--- src/rtl/riscv_pipe_pkg.sv ---
// Shared types for the pipelined core's hazard/control unit.
// Stage records, forwarding selects and branch-stage encodings.
package riscv_pipe_pkg;

  // rd is held zero-extended so the record type is independent of REG_AW
  localparam int RD_W_MAX = 8;

  localparam int BR_EX  = 2;
  localparam int BR_MEM = 3;

  typedef enum logic [1:0] {
    FWD_RF  = 2'b00,
    FWD_MEM = 2'b01,
    FWD_WB  = 2'b10
  } fwd_sel_t;

  typedef struct packed {
    logic                valid;
    logic [RD_W_MAX-1:0] rd;
    logic                regwrite;
    logic                memread;
  } stage_rec_t;

  function automatic logic rec_hit(
    input stage_rec_t          r,
    input logic [RD_W_MAX-1:0] rs,
    input logic                use_rs
  );
    return r.valid & r.regwrite & use_rs &
           (r.rd == rs) & (rs != '0);
  endfunction

endpackage

--- src/rtl/pipe_hazard_ctrl_sat_counter.sv ---
// Saturating event counter with synchronous active-low clear.
// Holds at all ones once reached.
module sat_counter #(
  parameter int W = 16
) (
  input  logic         clk,
  input  logic         clr_n,
  input  logic         inc,
  output logic [W-1:0] cnt
);

  always_ff @(posedge clk) begin
    if (!clr_n) begin
      cnt <= '0;
    end else if (inc && (cnt != '1)) begin
      cnt <= cnt + 1'b1;
    end
  end

endmodule

--- src/rtl/pipe_hazard_ctrl.sv ---
// Hazard and pipeline control for the 5-stage core.
// Tracks EX/MEM/WB shadow records; drives stall, bubble, flush, fwd.
module pipe_hazard_ctrl
  import riscv_pipe_pkg::*;
#(
  parameter int REG_AW   = 5,
  parameter int BR_STAGE = 2,
  parameter int FWD_EN   = 1,
  parameter int CNT_W    = 16
) (
  input  logic              i_clk,
  input  logic              i_rst_n,
  input  logic              i_id_valid,
  input  logic [REG_AW-1:0] i_id_rs1,
  input  logic [REG_AW-1:0] i_id_rs2,
  input  logic              i_id_use_rs1,
  input  logic              i_id_use_rs2,
  input  logic [REG_AW-1:0] i_id_rd,
  input  logic              i_id_regwrite,
  input  logic              i_id_memread,
  input  logic              i_br_taken,
  input  logic              i_mem_busy,
  output logic              o_stall_pc,
  output logic              o_bubble_ex,
  output logic              o_flush,
  output logic              o_freeze,
  output logic [1:0]        o_fwd_a,
  output logic [1:0]        o_fwd_b,
  output logic              o_ex_valid,
  output logic              o_mem_valid,
  output logic              o_wb_valid,
  output logic [CNT_W-1:0]  o_stall_cnt,
  output logic [CNT_W-1:0]  o_flush_cnt
);

  stage_rec_t ex_q, mem_q, wb_q, ex_d;
  fwd_sel_t   fwd_a_q, fwd_b_q;
  fwd_sel_t   fwd_a_d, fwd_b_d;

  logic [RD_W_MAX-1:0] rs1, rs2, rdi;
  logic ex_a, ex_b, mem_a, mem_b;
  logic br_valid, raw_hz, flush, hazard, ex_in_v;

  assign rs1 = RD_W_MAX'(i_id_rs1);
  assign rs2 = RD_W_MAX'(i_id_rs2);
  assign rdi = RD_W_MAX'(i_id_rd);

  assign ex_a  = rec_hit(ex_q,  rs1, i_id_use_rs1);
  assign ex_b  = rec_hit(ex_q,  rs2, i_id_use_rs2);
  assign mem_a = rec_hit(mem_q, rs1, i_id_use_rs1);
  assign mem_b = rec_hit(mem_q, rs2, i_id_use_rs2);

  assign br_valid = (BR_STAGE == BR_MEM) ? mem_q.valid
                                         : ex_q.valid;

  // Without forwarding, anything not yet in WB must be waited out
  assign raw_hz = (FWD_EN != 0)
                ? ((ex_a | ex_b) & ex_q.memread)
                : (ex_a | ex_b | mem_a | mem_b);

  assign flush   = ~i_mem_busy & i_br_taken & br_valid;
  assign hazard  = ~i_mem_busy & ~flush & i_id_valid & raw_hz;
  assign ex_in_v = i_id_valid & ~flush & ~hazard;

  function automatic fwd_sel_t pick(input logic e, input logic m);
    fwd_sel_t s;
    s = FWD_RF;
    priority case (1'b1)
      e:       s = FWD_MEM;
      m:       s = FWD_WB;
      default: s = FWD_RF;
    endcase
    return s;
  endfunction

  always_comb begin
    fwd_a_d = FWD_RF;
    fwd_b_d = FWD_RF;
    if ((FWD_EN != 0) && ex_in_v) begin
      fwd_a_d = pick(ex_a, mem_a);
      fwd_b_d = pick(ex_b, mem_b);
    end
  end

  always_comb begin
    ex_d          = '0;
    ex_d.valid    = ex_in_v;
    ex_d.rd       = rdi;
    ex_d.regwrite = i_id_regwrite;
    ex_d.memread  = i_id_memread;
  end

  always_ff @(posedge i_clk) begin
    if (!i_rst_n) begin
      ex_q    <= '0;
      mem_q   <= '0;
      wb_q    <= '0;
      fwd_a_q <= FWD_RF;
      fwd_b_q <= FWD_RF;
    end else if (!i_mem_busy) begin
      wb_q  <= mem_q;
      mem_q <= ex_q;
      if (flush && (BR_STAGE == BR_MEM)) begin
        mem_q.valid <= 1'b0;
      end
      ex_q    <= ex_d;
      fwd_a_q <= fwd_a_d;
      fwd_b_q <= fwd_b_d;
    end
  end

  sat_counter #(.W(CNT_W)) u_stall_cnt (
    .clk   (i_clk),
    .clr_n (i_rst_n),
    .inc   (hazard),
    .cnt   (o_stall_cnt)
  );

  sat_counter #(.W(CNT_W)) u_flush_cnt (
    .clk   (i_clk),
    .clr_n (i_rst_n),
    .inc   (flush),
    .cnt   (o_flush_cnt)
  );

  assign o_stall_pc  = hazard;
  assign o_bubble_ex = hazard;
  assign o_flush     = flush;
  assign o_freeze    = i_mem_busy;
  assign o_fwd_a     = fwd_a_q;
  assign o_fwd_b     = fwd_b_q;
  assign o_ex_valid  = ex_q.valid;
  assign o_mem_valid = mem_q.valid;
  assign o_wb_valid  = wb_q.valid;

  // WB is tracked for visibility only; its payload has no consumer
  logic unused_rec;
  assign unused_rec = ^{mem_q.memread, wb_q.rd,
                        wb_q.regwrite, wb_q.memread};

endmodule

--- config.mk ---
export PLATFORM = sky130hd
export DESIGN_NAME = pipe_hazard_ctrl
export DESIGN_NICKNAME = d
export VERILOG_FILES = /design/src/rtl/riscv_pipe_pkg.sv /design/src/rtl/pipe_hazard_ctrl_sat_counter.sv /design/src/rtl/pipe_hazard_ctrl.sv
export SDC_FILE = /design/constraint.sdc
export NUM_CORES = 1
export LEC_CHECK = 0
export CAP_MARGIN = 20
export CORE_MARGIN = 2
export CORE_UTILIZATION = 44
export CTS_CLUSTER_SIZE = 16
export DETAILED_ROUTE_END_ITERATION = 8
export HOLD_SLACK_MARGIN = 0.02
export PLACE_DENSITY = 0.79
export SLEW_MARGIN = 40
export SYNTH_ARGS = -nofsm -noshare
export SYNTH_HDL_FRONTEND = slang
export SYNTH_SLANG_ARGS = --single-unit
--- constraint.sdc ---
create_clock -name i_clk -period 2.7 [get_ports i_clk]
set_input_delay 0.81 -clock i_clk [delete_from_list [all_inputs] [get_ports i_clk]]
set_output_delay 0.81 -clock i_clk [all_outputs]
set_load 0.01 [all_outputs]
# --- Yosys cells after proc, flatten, opt, wreduce, memory -nomap -nowiden ---
# Cells that the tools add are included.
op_classes:
  n_eq_ne: 6
  n_addsub: 2
  n_reduce_logical: 4
  muxes: 6
  bitwise_logic: 26
ops:
  columns: ["op", "n"]
  rows:
  - ["adder 16 x 1 -> 16 bit, second input constant", 2]
  - ["inequality test 16 bit, second input constant", 2]
  - ["bitwise AND 1 bit", 22]
  - ["== test 5 bit", 4]
  - ["nonzero test 8 bit", 2]
  - ["2-to-1 mux 2 bit", 6]
  - ["inverter 1 bit", 3]
  - ["logical AND 1 bit", 2]
  - ["bitwise OR 1 bit", 1]
word_totals:
  input_bits: 24
  out_inout_bits: 43
  reg_bits: 52
  word_cells: 56

# --- Logic depth before layout (Yosys ltp) ---
# Gate-level depths: netlist of run 1.
depth:
  word_depth: 10
  mapped_depth: 9
  ltp_nobuf: 7

# --- Modules after synthesis ---
# Synthesis of run 1 repeated with hierarchy kept, for this count alone.
hier_totals:
  hier_cells: 309
  hier_area_um2: 2795.2
modules_own_cells:
  columns: ["module", "n_inst", "area_each_um2", "seq_area_each_um2", "cells_each"]
  rows:
  - ["sat_counter", 2, 837.1, 320.3, 97]
  - ["pipe_hazard_ctrl", 1, 1121.1, 400.4, 115]

# --- Least setup slack after synthesis of run 1 ---
# No wires, ideal clock.
synth_path:
  path_kind: "input to output"
  start: "in i_id_rs2[0]"
  end: "out o_stall_pc"
  path_buffers: 1
  slack_ns: -0.200
  t_required_ns: 1.890
  t_arrival_ns: 2.090
  path_stages: 6
  cell_sequence: "or4_4 > o21ai_2 > nor4_2 > o21ai_1 > nor2_1 > buf_4"
synth_via:
  elab_chain_len: 6
  word_cells_on_any_way: 7
  classes_between: "1 x eq/ne; 5 x bitwise; 1 x reduce/logical"
synth_rtl:
  columns: ["element", "line_no", "rtl"]
  rows:
  - ["from (decl)", "pipe_hazard_ctrl.sv:15", "input logic [REG_AW-1:0] i_id_rs2,"]
  - ["== test 5 bit", "riscv_pipe_pkg.sv:30", "(r.rd == rs) & (rs != '0);"]
  - ["bitwise AND 1 bit", "riscv_pipe_pkg.sv:29", "return r.valid & r.regwrite & use_rs &"]
  - ["bitwise AND 1 bit *", "riscv_pipe_pkg.sv:30", null]
  - ["bitwise OR 1 bit *", null, null]
  - ["bitwise AND 1 bit *", "pipe_hazard_ctrl.sv:58", "? ((ex_a | ex_b) & ex_q.memread)"]
  - ["bitwise AND 1 bit *", "pipe_hazard_ctrl.sv:62", "assign hazard = ~i_mem_busy & ~flush & i_id_valid & raw_hz;"]
  - ["to (decl)", "pipe_hazard_ctrl.sv:23", "output logic o_stall_pc,"]
# Every way passes the cells marked *; elsewhere a longest branch is shown, timed or not.

# --- Worst setup path in the final report of run 1 ---
layout_path:
  start: "in i_id_rs2[3]"
  end: "out o_bubble_ex"
layout_via:
  elab_chain_len: 6
  word_cells_on_any_way: 7
  classes_between: "1 x eq/ne; 5 x bitwise; 1 x reduce/logical"
layout_rtl:
  columns: ["element", "line_no", "rtl"]
  rows:
  - ["== test 5 bit", "riscv_pipe_pkg.sv:30", null]
  - ["bitwise AND 1 bit", "riscv_pipe_pkg.sv:29", null]
  - ["bitwise AND 1 bit *", "riscv_pipe_pkg.sv:30", null]
  - ["bitwise OR 1 bit *", null, null]
  - ["bitwise AND 1 bit *", "pipe_hazard_ctrl.sv:58", null]
  - ["bitwise AND 1 bit *", "pipe_hazard_ctrl.sv:62", null]
  - ["to (decl)", "pipe_hazard_ctrl.sv:24", "output logic o_bubble_ex,"]
# Marked as above.

==> results.md, run 1 <==
* RSZ-0062 raised after global routing: true
* Setup violations, final at 2
* Clk slew on worst S/H paths at approximately 0.10 ns
* Synth warn at 0
* Worst setup margin at -0.158 ns
* Commonest non-fill, non-tap cell in the layout: dfxtp_1
* Sequential share of the synthesized area at 0.402
* VDD IR max at ~0.00036 V
* Post-Synth Adder-Cell Area at 0.00966
* Root buf cell: clkbuf_8
* Min Tclk post-route at between 2 and 3 ns
* Worst Tran Pin Value at around 0.64 ns
* Status: finished with violations
* Fmax achieved at ~350 MHz
* Worst skew pair latency at ~0.30 ns
* Port buffer count at 66
* Clock H-tree levels at 2
* Antenna violations before repair at 0
* Worst Skew at between 0.007 and 0.008 ns
* Number of cells on the worst hold path at 2
* Starting Density at 0.462
* HP Class: reg -> reg
* R2R cell count at 8
* Critical path peak fanout at 2
* Total of max-cap violations at 0
* Crit path max-delay family: simple AND/OR/NAND/NOR gates
* CTS Sinks at 52
* Footprint of the multi-input gates at 0.00152 mm^2
* Fin. Hold Viols at 0
* Synth async-reset ratio at 0
* Pins over their slew limit at 0
* Vias per inst at about 5.5
* DP HPWL at 4640 um
* DR DRC count at 0
* Crit-path cells: buf_6 > or4_4 > o21ai_4 > nor4_4 > o21ai_2 > nor2_2 > buf_2
* Synth top area share at 0.402
* Crit path launch type: input port
* Most frequent cells in the layout: dfxtp_1, clkdlybuf4s50_1, nor2_1, buf_4
* Clock Path Buffers at 2
* Compound-cell area share of the yosys netlist at 0.0995
* Antenna cells at 0
* Fin Hold WS at about 0.50 ns
* Die height at around 81 um
* Proportion of synthesized area in mux cells at 0.0734
* PD cells at 385 mW/mm^2
* Remaining Overflow, GRT at 0
* Per-cell routed wire length at approximately 14 um
* Initial DRC count at approximately 100
* Synth area leaders: dfxtp_1, xnor2_1, mux2i_1, nor2_1, xor2_1
* I/O pins at between 60 and 70
* Reg area at about 0.0010 mm^2
* Final TNS setup at -0.316 ns
* CP Class: in -> out
* Largest net degree at the start of global routing at 31
* Critical Path AT at 2.05 ns
* Final #Nets at roughly 420
* Number of global-route vias before repair at 2328
* Worst EP required at around 1.9 ns
* Fill count at ~500
* TritonRoute pass-1 iters at 5
* Delay of the slowest critical-path stage at about 0.54 ns
* Yosys top cell by area: dfxtp_1
* Library cells used by synthesis at 37
* Util after Layout at 0.658
* Critical path depth at 7
* Simple-gate share of the synthesized area at 0.261
* Vias at around 2.6k
* First-pass GRT wire length at around 11000 um
* Pwr Total at about 1.4 mW
* Fin crit share at 1.06
* Gr usage total at 0.211
* Die ar. at 0.00652 mm^2
* Number of synthesized flops with an enable pin at 0
* Post-Synth XOR/XNOR Area at 0.115
* Detailed Route WL at 6710 um
* CTS tree: built
* Buffers & Inverters on Critical Path at 2
* DRT antenna net count at 0
* Core area at around 0.0056 mm^2
* Crit path capture type: output pin
* Largest family of logic cells by synthesized area: simple AND/OR/NAND/NOR gates
* Leading register cell type out of synthesis: dfxtp_1
* Failing checks: setup timing
* Seq cells post-synth at 52
* Rel. slew slack at 0.568
* Die W at ~80 um
* Dpl ws at -0.888 ns
* Mapped Nets at between 300 and 400
* Area growth from synthesis to layout at 42.5%
* Cell Area, Synth at about 0.0026 mm^2
* Syn avg cell area at slightly below 9 um^2
* Routability cong. at between 0.9 and 1
* Leakage at about 1.4 nW
* Share of layout cells above drive strength 1 at 0.179
* Cell Rows at 27
* Slowest CP cell: or4_4
* Mapped Cells at around 300
* CTS Buf Count at 5
-- layer usage --
metal  track usage  share of wire
met4        0.0678          0.016
met3        0.0404          0.038
met5             0              0
met2         0.365           0.50
met1         0.265           0.44
-- stage by stage --
| step | cell area (um^2) | cells |
|---|---|---|
| after global routing | 3690 | 468 |
| after CTS | 3660 | 466 |
| after detailed placement | 3440 | 444 |
| final | 3690 | 468 |
| after floorplan | 2600 | 299 |
| after global placement | 3440 | 444 |
-- layout make-up --
type / count / area share
multi-input combinational: 228 / 0.411
sequential: 52 / 0.282
timing repair buffer: 102 / 0.252
tap: 72 / 0.0244
clock buffer: 6 / 0.0197
inverter: 6 / 0.00610
clock inverter: 2 / 0.00441
-- power by group --
part	total [mW]	internal, mW	switching [mW]	leakage, nW
Sequential	0.794	0.778	0.0166	0.421
Combinational	0.190	0.104	0.0863	0.898
Clock	0.437	0.185	0.252	0.0414
Total	1.42	1.07	0.355	1.36
-- worst register-to-register path: cells and delay by family (launching register included) --
family                    cells  cell delay (ns)
xor gates and xnor gates      1             0.17
buffers and inverters         2             0.36
DFF                           1             0.45
and+or+nand+nor               3             0.90
AOI/OAI and AO/OA             2             0.29
-- registers in the layout (all words and copies together), names as in the netlist --
signal,count
u_flush_cnt.cnt,16
u_stall_cnt.cnt,16
ex_q,7
mem_q,6
o_fwd_a,2
o_fwd_b,2
o_ex_valid,1
o_mem_valid,1
o_wb_valid,1
-- worst paths after layout --
check,from,to,slack [ns]
worst max-delay path,i_id_rs2[3],o_bubble_ex,-0.16
worst min-delay path,u_flush_cnt.cnt[1]$_SDFFE_PN0P_,u_flush_cnt.cnt[1]$_SDFFE_PN0P_,0.50
worst max register to register,ex_q[3]$_SDFFE_PN0N_,u_stall_cnt.cnt[7]$_SDFFE_PN0P_,0.46
worst min register to register,u_flush_cnt.cnt[1]$_SDFFE_PN0P_,u_flush_cnt.cnt[1]$_SDFFE_PN0P_,0.50
-- repair_timing --
action	in CTS	in global routing
endpoints found under the hold margin	0	0
setup buffers	14	2
setup endpoints to repair	12	3
hold buffers	0	0
resized for setup	60	7
pin swaps	8	3
cloned	0	0
-- synthesized netlist by cell type, types with 8 or more instances --
cell type and count:
nor4_1 8, xor2_1 10, nand3_1 15, mux2i_1 19
dfxtp_1 52, nor2_1 45, nand2_1 22, a21oi_1 14
xnor2_1 24, nand4_1 12
-- cells by family (layout without fill, tap and decap cells) --
| family | Yosys count | after routing |
|---|---|---|
| AOI/OAI and AO/OA | 40 | 40 |
| xor gates and xnor gates | 34 | 34 |
| adders and majority gates | 2 | 2 |
| buffers and inverters | 19 | 116 |
| DFF | 52 | 52 |
| muxes | 19 | 19 |
| and+or+nand+nor | 133 | 133 |
(Power assumes the default switching activity.)
==> run 2: changes to the inputs <==
--- a/config.mk
+++ b/config.mk
@@ -5,6 +5,7 @@
 export SDC_FILE = /design/constraint.sdc
 export NUM_CORES = 1
 export LEC_CHECK = 0
+export ABC_CLOCK_PERIOD_IN_PS = 2700
 export CAP_MARGIN = 20
 export CORE_MARGIN = 2
 export CORE_UTILIZATION = 44
@@ -12,6 +13,8 @@
 export DETAILED_ROUTE_END_ITERATION = 8
 export HOLD_SLACK_MARGIN = 0.02
 export PLACE_DENSITY = 0.79
+export SKIP_CTS_REPAIR_TIMING = 1
+export SKIP_LAST_GASP = 1
 export SLEW_MARGIN = 40
 export SYNTH_ARGS = -nofsm -noshare
 export SYNTH_HDL_FRONTEND = slang
==> results.md, run 2 (synthesis gave the netlist of run 1 again) <==
* RR Endpoint: u_stall_cnt.cnt[7]$_SDFFE_PN0P_
* Die height at between 80 and 90 um
* Initial DRC count at 101
* Reg area at 0.00104 mm^2
* Starting Density at 0.462
* Critical path peak fanout at 3
* Fill count at slightly above 500
* Placed cell areas at 0.00344 mm^2
* Share of layout cells above drive strength 1 at 0.135
* Grt met3 use at 0.0382
* Status: finished with violations
* Total of max-cap violations at 0
* Clk slew on worst S/H paths at around 0.1 ns
* DP HPWL at ~4600 um
* VDD IR max at ~0.00036 V
* Routability cong. at 0.960
* I/O pins at 67
* Pwr Total at 1.40 mW
* Min Tclk post-route at 2.88 ns
* Util after Layout at 0.646
* Worst Hold Path EP: u_flush_cnt.cnt[1]$_SDFFE_PN0P_
* Failing checks: setup timing
* GRT Max-Usage Layer: met2
* Setup violations, final at 2
* Vias per inst at 5.38
* HP Class: reg -> reg
* Worst setup margin at -0.180 ns
* Finished Layout Cells at 457
* Number of cells on the worst hold path at 2
* HP Start: u_flush_cnt.cnt[1]$_SDFFE_PN0P_
* Dpl ws at -0.888 ns
* DRT antenna net count at 0
* Die ar. at between 0.006 and 0.007 mm^2
* First-pass GRT wire length at around 10000 um
* Post-route cell area at approximately 0.0036 mm^2
* Worst reg2reg startpoint: ex_q[3]$_SDFFE_PN0N_
* CTS Buf Count at 5
* Fin crit share at 1.07
* Port buffer count at 66
* Pins over their slew limit at 0
* Placed Cells at 444
* Rel. slew slack at 0.567
* Largest net degree at the start of global routing at 31
* Number of global-route vias before repair at around 2.2k
* Remaining Overflow, GRT at 0
* CP Class: in -> out
* Regs by FF count: u_flush_cnt.cnt: 16 flops, u_stall_cnt.cnt: 16 flops, ex_q: 7 flops
* Area growth from synthesis to layout at 39.8%
* Gr usage total at 0.202
* Worst skew pair latency at approximately 0.30 ns
* Clock H-tree levels at 2
* Worst Tran Pin Value at between 0.6 and 0.7 ns
* Met1 Use GR at 0.257
* Reg2Reg Setup Slack at slightly below 0.5 ns
* Final TNS setup at -0.360 ns
* Leakage at approximately 1.4 nW
* Die W at just over 80 um
* Fin Hold WS at between 0.5 and 0.6 ns
* Antenna violations before repair at 0
* Root buf cell: clkbuf_8
* TritonRoute pass-1 iters at 4
* Crit path launch type: input port
* Core area at roughly 0.0056 mm^2
* Cell Rows at 27
* CTS tree: built
* Crit path capture type: output pin
* RSZ-0062 raised after global routing: true
* Final #Nets at 410
* Per-cell routed wire length at around 14 um
* Fmax achieved at 347 MHz
* Clock Path Buffers at 2
* Footprint of the multi-input gates at between 0.001 and 0.0015 mm^2
* Worst Skew at a little under 0.008 ns
* Fin. Hold Viols at 0
* Global routing met2 resource utilization at 0.343
* R2R cell count at 8
* DR DRC count at 0
* CTS Sinks at between 50 and 60
* Critical Path AT at around 2.1 ns
* Most frequent cells in the layout: dfxtp_1, clkdlybuf4s50_1, nor2_1, xnor2_1
* PD cells at 387 mW/mm^2
* Worst EP required at between 1.5 and 2 ns
* Antenna cells at 0
* Vias at around 2.5k
* Detailed Route WL at 6300 um
## run 2: cell count changes in the layout (fill, tap and decap cells not counted), sizes merged
| cell | previous run | this run |
|---|---|---|
| dlygate4sd2 | 3 | 0 |
| clkbuf | 7 | 8 |
| dlymetal6s2s | 0 | 6 |
| clkdlybuf4s50 | 51 | 52 |
| clkdlybuf4s15 | 1 | 0 |
| buf | 46 | 31 |
## run 2: critical path, stage by stage
cell and delay [ns]:
buf_8 0.10, or4_4 0.56, o21ai_4 0.21, nor4_4 0.06, o21ai_2 0.14, nor2_2 0.06, buf_2 0.14
## run 2: worst max path at each step
stage / cells past startpoint / slack, ns / end / start
finish: 7 / -0.18 / o_bubble_ex / i_id_rs1[3]
global route: 7 / -0.24 / o_stall_pc / i_id_rs1[3]
CTS: 7 / -0.90 / o_bubble_ex / i_id_rs2[0]
detailed placement: 7 / -0.89 / o_bubble_ex / i_id_rs1[0]
global placement: 7 / -0.87 / o_stall_pc / i_id_rs1[0]
floorplan: 6 / -0.11 / o_stall_pc / i_id_rs1[0]
## run 2: final cells by class
| type | count | area share |
|---|---|---|
| Inverter | 6 | 0.00622 |
| Tap cell | 72 | 0.0249 |
| Clock inverter | 2 | 0.00449 |
| Clock buffer | 6 | 0.0200 |
| Multi-Input combinational cell | 228 | 0.413 |
| Sequential cell | 52 | 0.287 |
| Timing Repair Buffer | 91 | 0.244 |
## run 2: power breakdown
group / switching, mW / total (mW) / internal, mW
Clock: 0.252 / 0.436 / 0.185
Sequential: 0.0152 / 0.793 / 0.778
Combinational: 0.0773 / 0.171 / 0.0934
Total: 0.344 / 1.40 / 1.06
## run 2: per-layer routing
layer	vias to the layer above	part of all wire
met5	-	0
met4	0	0.015
met3	9	0.044
met2	68	0.49
met1	1157	0.45
li1	1226	-
